File: config.mk
export PLATFORM = sky130hd
export DESIGN_NAME = multicycle_ctrl_fsm
export DESIGN_NICKNAME = d
export VERILOG_FILES = /design/src/rtl/multicycle_ctrl_fsm.sv
export SDC_FILE = /design/constraint.sdc
export NUM_CORES = 1
export LEC_CHECK = 0
export BUFFER_PORTS_ARGS = -buffer_cell sky130_fd_sc_hd__clkbuf_2
export CORE_AREA = 2 2 39 41
export CTS_CLUSTER_DIAMETER = 50
export DETAILED_ROUTE_END_ITERATION = 10
export DIE_AREA = 0 0 41 43
export SYNTH_ARGS = -nofsm -noshare
export SYNTH_HDL_FRONTEND = slang
export SYNTH_SLANG_ARGS = --single-unit
File: constraint.sdc
create_clock -name clk -period 1.2 [get_ports clk]
set_clock_uncertainty 0.1 [all_clocks]
set_input_delay 0.18 -clock clk [delete_from_list [all_inputs] [get_ports clk]]
set_output_delay 0.18 -clock clk [all_outputs]
set_load 0.05 [all_outputs]
File: src/rtl/multicycle_ctrl_fsm.sv
// Moore control FSM for the multicycle datapath; 2-5 cycles per instruction, strobes combinational from state.
// Backpressure: define MEM_WAIT_EN to stall FETCH/MEMRD/MEMWR until mem_ready=1; otherwise mem_ready is ignored.
module multicycle_ctrl_fsm #(
  parameter int STATE_W = 4
) (
  input  logic               clk,
  input  logic               reset,
  input  logic [1:0]         op,
  input  logic [5:0]         funct,
  input  logic               cond_ex,
  input  logic               mem_ready,
  output logic               pc_en,
  output logic               ir_en,
  output logic               reg_we,
  output logic               mem_we,
  output logic               adr_src,
  output logic [1:0]         alu_src_a,
  output logic [1:0]         alu_src_b,
  output logic [1:0]         result_src,
  output logic               alu_op,
  output logic [STATE_W-1:0] state_o
);

  typedef enum logic [3:0] {
    S_FETCH  = 4'd0,
    S_DECODE = 4'd1,
    S_MEMADR = 4'd2,
    S_MEMRD  = 4'd3,
    S_MEMWB  = 4'd4,
    S_MEMWR  = 4'd5,
    S_EXECR  = 4'd6,
    S_EXECI  = 4'd7,
    S_ALUWB  = 4'd8,
    S_BRANCH = 4'd9
  } state_t;

  state_t r_state;
  state_t w_next;

  logic w_mem_go;
  logic w_pc_en;
  logic w_ir_en;
  logic w_reg_we;
  logic w_mem_we;
  logic w_unused;

`ifdef MEM_WAIT_EN
  assign w_mem_go = mem_ready;
  assign w_unused = &{1'b0, funct[4:1]};
`else
  assign w_mem_go = 1'b1;
  assign w_unused = &{1'b0, funct[4:1], mem_ready};
`endif

  always_ff @(posedge clk or posedge reset) begin
    if (reset) begin
      r_state <= S_FETCH;
    end else begin
      r_state <= w_next;
    end
  end

  always_comb begin
    w_next     = S_FETCH;
    w_pc_en    = 1'b0;
    w_ir_en    = 1'b0;
    w_reg_we   = 1'b0;
    w_mem_we   = 1'b0;
    adr_src    = 1'b0;
    alu_src_a  = 2'b00;
    alu_src_b  = 2'b00;
    result_src = 2'b00;
    alu_op     = 1'b0;
    case (r_state)
      S_FETCH: begin
        w_ir_en    = w_mem_go;
        w_pc_en    = w_mem_go;
        alu_src_a  = 2'b01;
        alu_src_b  = 2'b10;
        result_src = 2'b10;
        w_next     = w_mem_go ? S_DECODE : S_FETCH;
      end
      S_DECODE: begin
        alu_src_a  = 2'b01;
        alu_src_b  = 2'b10;
        result_src = 2'b10;
        case (op)
          2'b00:   w_next = funct[5] ? S_EXECI : S_EXECR;
          2'b01:   w_next = S_MEMADR;
          2'b10:   w_next = S_BRANCH;
          default: w_next = S_FETCH;
        endcase
      end
      S_MEMADR: begin
        alu_src_b = 2'b01;
        w_next    = funct[0] ? S_MEMRD : S_MEMWR;
      end
      S_MEMRD: begin
        adr_src = 1'b1;
        w_next  = w_mem_go ? S_MEMWB : S_MEMRD;
      end
      S_MEMWB: begin
        result_src = 2'b01;
        w_reg_we   = cond_ex;
        w_next     = S_FETCH;
      end
      S_MEMWR: begin
        adr_src  = 1'b1;
        w_mem_we = cond_ex & w_mem_go;
        w_next   = w_mem_go ? S_FETCH : S_MEMWR;
      end
      S_EXECR: begin
        alu_op = 1'b1;
        w_next = S_ALUWB;
      end
      S_EXECI: begin
        alu_src_b = 2'b01;
        alu_op    = 1'b1;
        w_next    = S_ALUWB;
      end
      S_ALUWB: begin
        w_reg_we = cond_ex;
        w_next   = S_FETCH;
      end
      S_BRANCH: begin
        alu_src_b  = 2'b01;
        result_src = 2'b10;
        w_pc_en    = cond_ex;
        w_next     = S_FETCH;
      end
      // Encodings 10-15 are unreachable; recover to FETCH with every output at 0.
      default: w_next = S_FETCH;
    endcase
  end

  assign pc_en   = w_pc_en  & ~reset;
  assign ir_en   = w_ir_en  & ~reset;
  assign reg_we  = w_reg_we & ~reset;
  assign mem_we  = w_mem_we & ~reset;
  assign state_o = STATE_W'(r_state);

endmodule

==> impl_metrics.json, run 1 <==
{
  "synthCells": 46,
  "arrival_ns": 1.49,
  "gp_congestion": 0.772,
  "met1_usage": 0.253,
  "min_period_over_period": 1.48,
  "grt_overflow_total": 0,
  "cp_top_family": "flip-flops",
  "grtUsageMet3": 0.0157,
  "start_util": 0.253,
  "syn2layout_area_growth_pct": 215,
  "nNetsFinal": 105,
  "ys_types": 28,
  "synth_area_per_cell_um2": 7.62,
  "viasPerCell": 4.96,
  "syn_nets": 58,
  "grt_setup_unrepaired": "true",
  "grt_antenna_before_repair": 0,
  "grt_busiest_layer": "met2",
  "wirelength_mm": 1.59,
  "drtIter0Drc": 13,
  "final_util": 0.798,
  "maxCapViolCount": 0,
  "rows": 14,
  "postLayoutCellArea_um2": 1100,
  "run_status": "complete, but fails checks",
  "multiInputGateArea_um2": 392,
  "num_io_pins": 28,
  "fmaxAchievable_mhz": 563,
  "antennaDiodeCount": 0,
  "violations": "negative setup slack",
  "yosysSeqAreaShare": 0.286,
  "grt_max_degree": 8,
  "fin_crit_ns": 1.77,
  "finalSetupViolCount": 18,
  "firstDrtPassIters": 4,
  "critical_path.endpoint_type": "output port",
  "vias": 531,
  "ys_warn_count": 0,
  "cts_sinks": 4,
  "fill_cells": 80,
  "critPathRequiredTime_ns": 0.92,
  "hold_path_class": "in2reg",
  "die_area_um2": 1760,
  "worstSkewPairLatency_ns": 0.24,
  "numCtsBuffers": 3,
  "crit_path_top_delay_cell": "dfrtp_4",
  "dpl_cell_area_um2": 811,
  "drv_slew": 0,
  "cts-root-buf": "clkbuf_4",
  "critical_path.cell_chain": "nand2b_4 -> a2111oi_4 -> clkbuf_8",
  "cpPeakStageDelay_ns": 0.49,
  "largest_reg_flops": 4,
  "grt_usage": 0.217,
  "setup_ws_ns": -0.575,
  "port_buffers": 21,
  "hpwl_mm": 1.03,
  "drc": 0,
  "synthesis.area_um2": 350,
  "cp_max_fo": 4,
  "core_area_um2": 1380,
  "ys_ff_latch": 4,
  "drive_gt1_frac": 0.846,
  "h-tree-depth": 1,
  "met2_usage": 0.372,
  "clk_path_buf_depth": 2,
  "cts.clk_slew.worst_paths_ns": 0.05,
  "die_w_um": 41,
  "wl_per_cell_um": 14.9,
  "hold_violations": 0,
  "cp-start-kind": "flop",
  "worstPathBufferInverterCount": 1,
  "cts_tree": "yes",
  "path_class": "reg2out",
  "antenna_left": 0,
  "grt_pass1_wl_mm": 2.46,
  "die_h_um": 43,
  "first_global_vias": 518,
  "regArea_um2": 110
}
## synth_stat cells
master / instances / area, um^2
inv_2: 1 / 3.75
clkbuf_1: 1 / 3.75
nor4b_1: 1 / 8.76
buf_2: 1 / 5.00
conb_1: 1 / 3.75
buf_6: 1 / 11.3
o21ai_0: 3 / 15.0
dfrtp_1: 4 / 100
nand2b_1: 3 / 18.8
nor2_1: 4 / 15.0
xnor2_1: 1 / 8.76
nor3b_1: 1 / 7.51
or2_1: 2 / 12.5
nor4_1: 1 / 6.26
nor3_1: 3 / 15.0
a2111oi_0: 1 / 8.76
a21oi_1: 2 / 10.0
nor2b_1: 1 / 6.26
inv_1: 2 / 7.51
nand3_1: 2 / 10.0
a31oi_1: 1 / 6.26
nor4b_2: 1 / 15.0
or3_1: 1 / 6.26
buf_4: 2 / 15.0
a211oi_1: 1 / 7.51
o221ai_1: 1 / 8.76
and2_1: 1 / 6.26
nand2_1: 2 / 7.51
## metal layers
layer / wire [um] / part of all wire / up-vias
met1: 581 / 0.37 / 266
met2: 980 / 0.62 / 11
met3: 28 / 0.018 / 0
li1: - / - / 254
met5: 0 / 0 / -
met4: 0 / 0 / 0
## logic make-up (layout without fill, tap and decap cells)
logic type / Yosys count / count (layout) / share of synthesized area
AND/OR/NAND/NOR: 23 / 23 / 0.386
buffers and inverters: 8 / 53 / 0.132
flip-flops: 4 / 4 / 0.286
AO/OA/AOI/OAI: 9 / 9 / 0.161
XOR/XNOR: 1 / 1 / 0.0250
other: 1 / 1 / 0.0107
## final cells by class
cell class              instances  share of cell area
multi-input cells              34               0.354
inverters                       3              0.0170
clock buffers                   3              0.0204
well taps                      16              0.0181
flip-flops and latches          4              0.0997
repair buffers                 47               0.490
## worst paths after layout
path / startpoint / endpoint / slack [ns] / cells past startpoint
max in group asynchronous: reset / state_o[3] / 0.54 / 4
setup / recovery: state_o[2] / reg_we / -0.57 / 3
min in group asynchronous: reset / state_o[2] / 0.34 / 4
setup reg to reg: state_o[3] / state_o[3] / -0.25 / 4
hold reg to reg: state_o[2] / state_o[1] / 0.72 / 3
hold / removal: op[0] / state_o[2] / 0.14 / 3
## cell usage in the layout, fill, tap and decap left out, types with 2 or more instances in the layout
| cell type | n |
|---|---|
| inv_1 | 2 |
| a21oi_2 | 2 |
| clkbuf_2 | 6 |
| clkbuf_4 | 3 |
| nor2_4 | 2 |
| nor2_1 | 2 |
| buf_8 | 6 |
| buf_6 | 9 |
| dfrtp_2 | 2 |
| nor3_4 | 2 |
| nand2b_4 | 3 |
| buf_12 | 5 |
| clkbuf_16 | 2 |
| clkbuf_8 | 4 |
| dfrtp_4 | 2 |
| buf_4 | 14 |
## stage by stage
stage | worst slack, ns | hold slack, ns | instances | setup TNS [ns]
final | -0.575 | 0.141 | 107 | -6.32
after global routing | -0.622 | 0.151 | 107 | -7.09
after detailed placement | -0.433 | 0.0547 | 98 | -4.22
after global placement | -0.396 | 0.0598 | 98 | -3.93
after CTS | -0.569 | 0.140 | 105 | -6.06
after floorplan | -0.641 | -0.146 | 46 | -5.33
## worst register-to-register path, cell delays in order (launching register included)
cell and delay [ns]:
dfrtp_4 0.49, or2_4 0.31, buf_6 0.14, nor4b_2 0.22, or2_1 0.13
## what timing repair did
action	4_1_cts	5_1_grt
pin swaps	5	5
endpoints found under the hold margin	4	0
endpoints found under the setup margin	19	19
hold buffers	1	0
setup buffers	3	3
gates resized for setup	40	15
Power of run 1 is left out: the tool's default activity adds up to more than one toggle a clock period on the data nets, which glitch-free logic cannot reach.
==> inputs of run 2 (changes only) <==
--- a/config.mk
+++ b/config.mk
@@ -5,6 +5,7 @@
 export SDC_FILE = /design/constraint.sdc
 export NUM_CORES = 1
 export LEC_CHECK = 0
+export ABC_AREA = 1
 export BUFFER_PORTS_ARGS = -buffer_cell sky130_fd_sc_hd__clkbuf_2
 export CORE_AREA = 2 2 39 41
 export CTS_CLUSTER_DIAMETER = 50
==> impl_metrics.json, run 2 <==
{
  "synth_area_per_cell_um2": 6.17,
  "synth_fa_ha_area_frac": 0,
  "die_w_um": 41,
  "gp_congestion": 0.758,
  "yosysMostFrequentCell": "nand2_1",
  "crit_path_top_delay_cell": "dfrtp_2",
  "yosys.area_share.simple": 0.464,
  "violations": "negative setup slack",
  "finalSetupViolCount": 16,
  "drv_slew": 0,
  "h-tree-depth": 1,
  "core_area_um2": 1380,
  "synth-compound-area-share": 0.0833,
  "most-common-layout-cells": "15 x buf_4, 10 x buf_8, 9 x nand2_2, 7 x nand3_2, 7 x buf_6",
  "synth_top_family_by_area": "simple AND/OR/NAND/NOR gates",
  "drive_gt1_frac": 0.832,
  "antennaDiodeCount": 0,
  "die_h_um": 43,
  "syn_nets": 68,
  "async_reset_ff_frac": 1.00,
  "ir_worst_vdd_mv": 2.14,
  "num_io_pins": 28,
  "layout.cells.non_filler": 117,
  "wirelength_mm": 1.42,
  "synth_xor_area_frac": 0,
  "critical_path.cell_chain": "nor2_4 -> nand2_2 -> nor3_4 -> buf_8",
  "cts_tree": "yes",
  "grt_overflow_total": 0,
  "worstSkewPairLatency_ns": 0.24,
  "synthesis.area_um2": 345,
  "cp-start-kind": "flop",
  "antenna_left": 0,
  "synthCells": 56,
  "grt_usage": 0.195,
  "maxCapViolCount": 0,
  "muxShareOfSynthArea": 0,
  "ys_ff_latch": 4,
  "port_buffers": 21,
  "viasPerCell": 4.65,
  "first_global_vias": 624,
  "power.leakage_nw": 0.479,
  "drtIter0Drc": 9,
  "synth_edf_count": 0,
  "start_util": 0.250,
  "die_area_um2": 1760,
  "critical_path.endpoint_type": "output port",
  "min_period_over_period": 1.32,
  "powerDensity_nw_per_um2": 3530,
  "cts_sinks": 4,
  "hold_path_class": "in2reg",
  "layout_commonest_cell": "buf_4",
  "firstDrtPassIters": 4,
  "grt_setup_unrepaired": "true",
  "vias": 544,
  "ys_warn_count": 0,
  "grt_pass1_wl_mm": 2.35,
  "tns_ns": -4.08,
  "netlist_top_cells_area": "dfrtp_1 29%, nand2_1 14%, nand3_1 12%, inv_1 11%, nor2_1 5.4%",
  "largest_reg_flops": 4,
  "cpPeakStageDelay_ns": 0.46,
  "numCtsBuffers": 3,
  "hpwl_um": 912,
  "critPathRequiredTime_ns": 0.92,
  "path_class": "reg2out",
  "synth_common_cells": "13 x nand2_1, 10 x inv_1, 8 x nand3_1",
  "syn2layout_area_growth_pct": 189,
  "fin_crit_ns": 1.58,
  "ys_types": 18,
  "setup_ws_ns": -0.383,
  "cp_max_fo": 4,
  "nNetsFinal": 115,
  "yosysTopAreaCellShare": 0.290,
  "synth_area_leader_cell": "dfrtp_1",
  "hold_violations": 0,
  "fmaxAchievable_mhz": 632,
  "grt_max_degree": 7,
  "cts-root-buf": "clkbuf_4",
  "wl_per_cell_um": 12.2,
  "placed_cells": 109,
  "arrival_ns": 1.30,
  "clk_path_buf_depth": 2,
  "rows": 14,
  "drc": 0,
  "grt_antenna_before_repair": 0,
  "yosysSeqAreaShare": 0.290,
  "cts.clk_slew.worst_paths_ns": 0.04,
  "ys.flop_type": "dfrtp_1",
  "run_status": "complete, but fails checks",
  "power_mw": 3.52
}
run 2: changes by cell type after synthesis, moves of 2 or more:
cell,before,now
inv_1,2,10
nor3_1,3,1
nand2b_1,3,0
nand2_1,2,13
or2_1,2,0
nand3_1,2,8
nor2_2,0,2
run 2: per-stage QoR:
step,cell area (um^2),setup slack (ns),hold WS [ns],util
after global routing,997,-0.432,0.143,0.721
after detailed placement,661,-0.305,0.0678,0.477
after CTS,957,-0.383,0.110,0.692
after floorplan,415,-0.398,-0.146,-
after global placement,661,-0.266,0.0758,0.477
final,997,-0.383,0.120,0.721
run 2: final cells by class:
| cell class | instances | area [um^2] |
|---|---|---|
| fill | 95 | 387 |
| inverter | 12 | 55.1 |
| multi-input combinational | 39 | 310 |
| clock buffer | 3 | 22.5 |
| sequential | 4 | 108 |
| timing repair buffer | 43 | 482 |
| tap | 16 | 20.0 |
run 2: cell families after synthesis:
| group | count (synthesis) |
|---|---|
| other | 1 |
| DFF | 4 |
| AOI/OAI and AO/OA | 5 |
| and+or+nand+nor | 33 |
| buffers and inverters | 13 |
run 2: layer usage:
metal	track usage	wire length (um)	vias up
met5	0	0	-
met1	0.196	552	241
met3	0.0262	56	9
met4	0.120	42	0
li1	-	-	267
met2	0.344	770	27
run 2: path summary, 6_finish.rpt:
kind / startpoint / slack [ns] / depth (start not counted) / to
setup / recovery: state_o[3] / -0.38 / 4 / mem_we
hold / removal: funct[0] / 0.12 / 3 / state_o[1]
setup reg to reg: state_o[3] / -0.03 / 5 / state_o[1]
hold reg to reg: state_o[0] / 0.62 / 3 / state_o[2]
max in group asynchronous: reset / 0.47 / 4 / state_o[0]
min in group asynchronous: reset / 0.41 / 4 / state_o[2]
run 2: power breakdown:
part           leakage (nW)  switching (mW)  total [mW]  internal, mW
combinational         0.419            1.62        3.00          1.38
clock                0.0138          0.0578       0.170         0.112
sequential           0.0463           0.145       0.356         0.212
total                 0.479            1.82        3.52          1.70
run 2: worst max-delay path, delay by kind of cell, from the launching register on:
family	cells	cell delay (ns)
and+or+nand+nor	3	0.44
buffers and inverters	1	0.17
DFF	1	0.46
run 2: timing repair:
item                       4_1_cts  5_1_grt
setup buffers                    6        1
hold endpoints to repair         4        0
setup endpoints to repair       17       18
pin swaps                        7        5
hold buffers                     1        0
resized for setup               52       20
(Power assumes the default switching activity.)
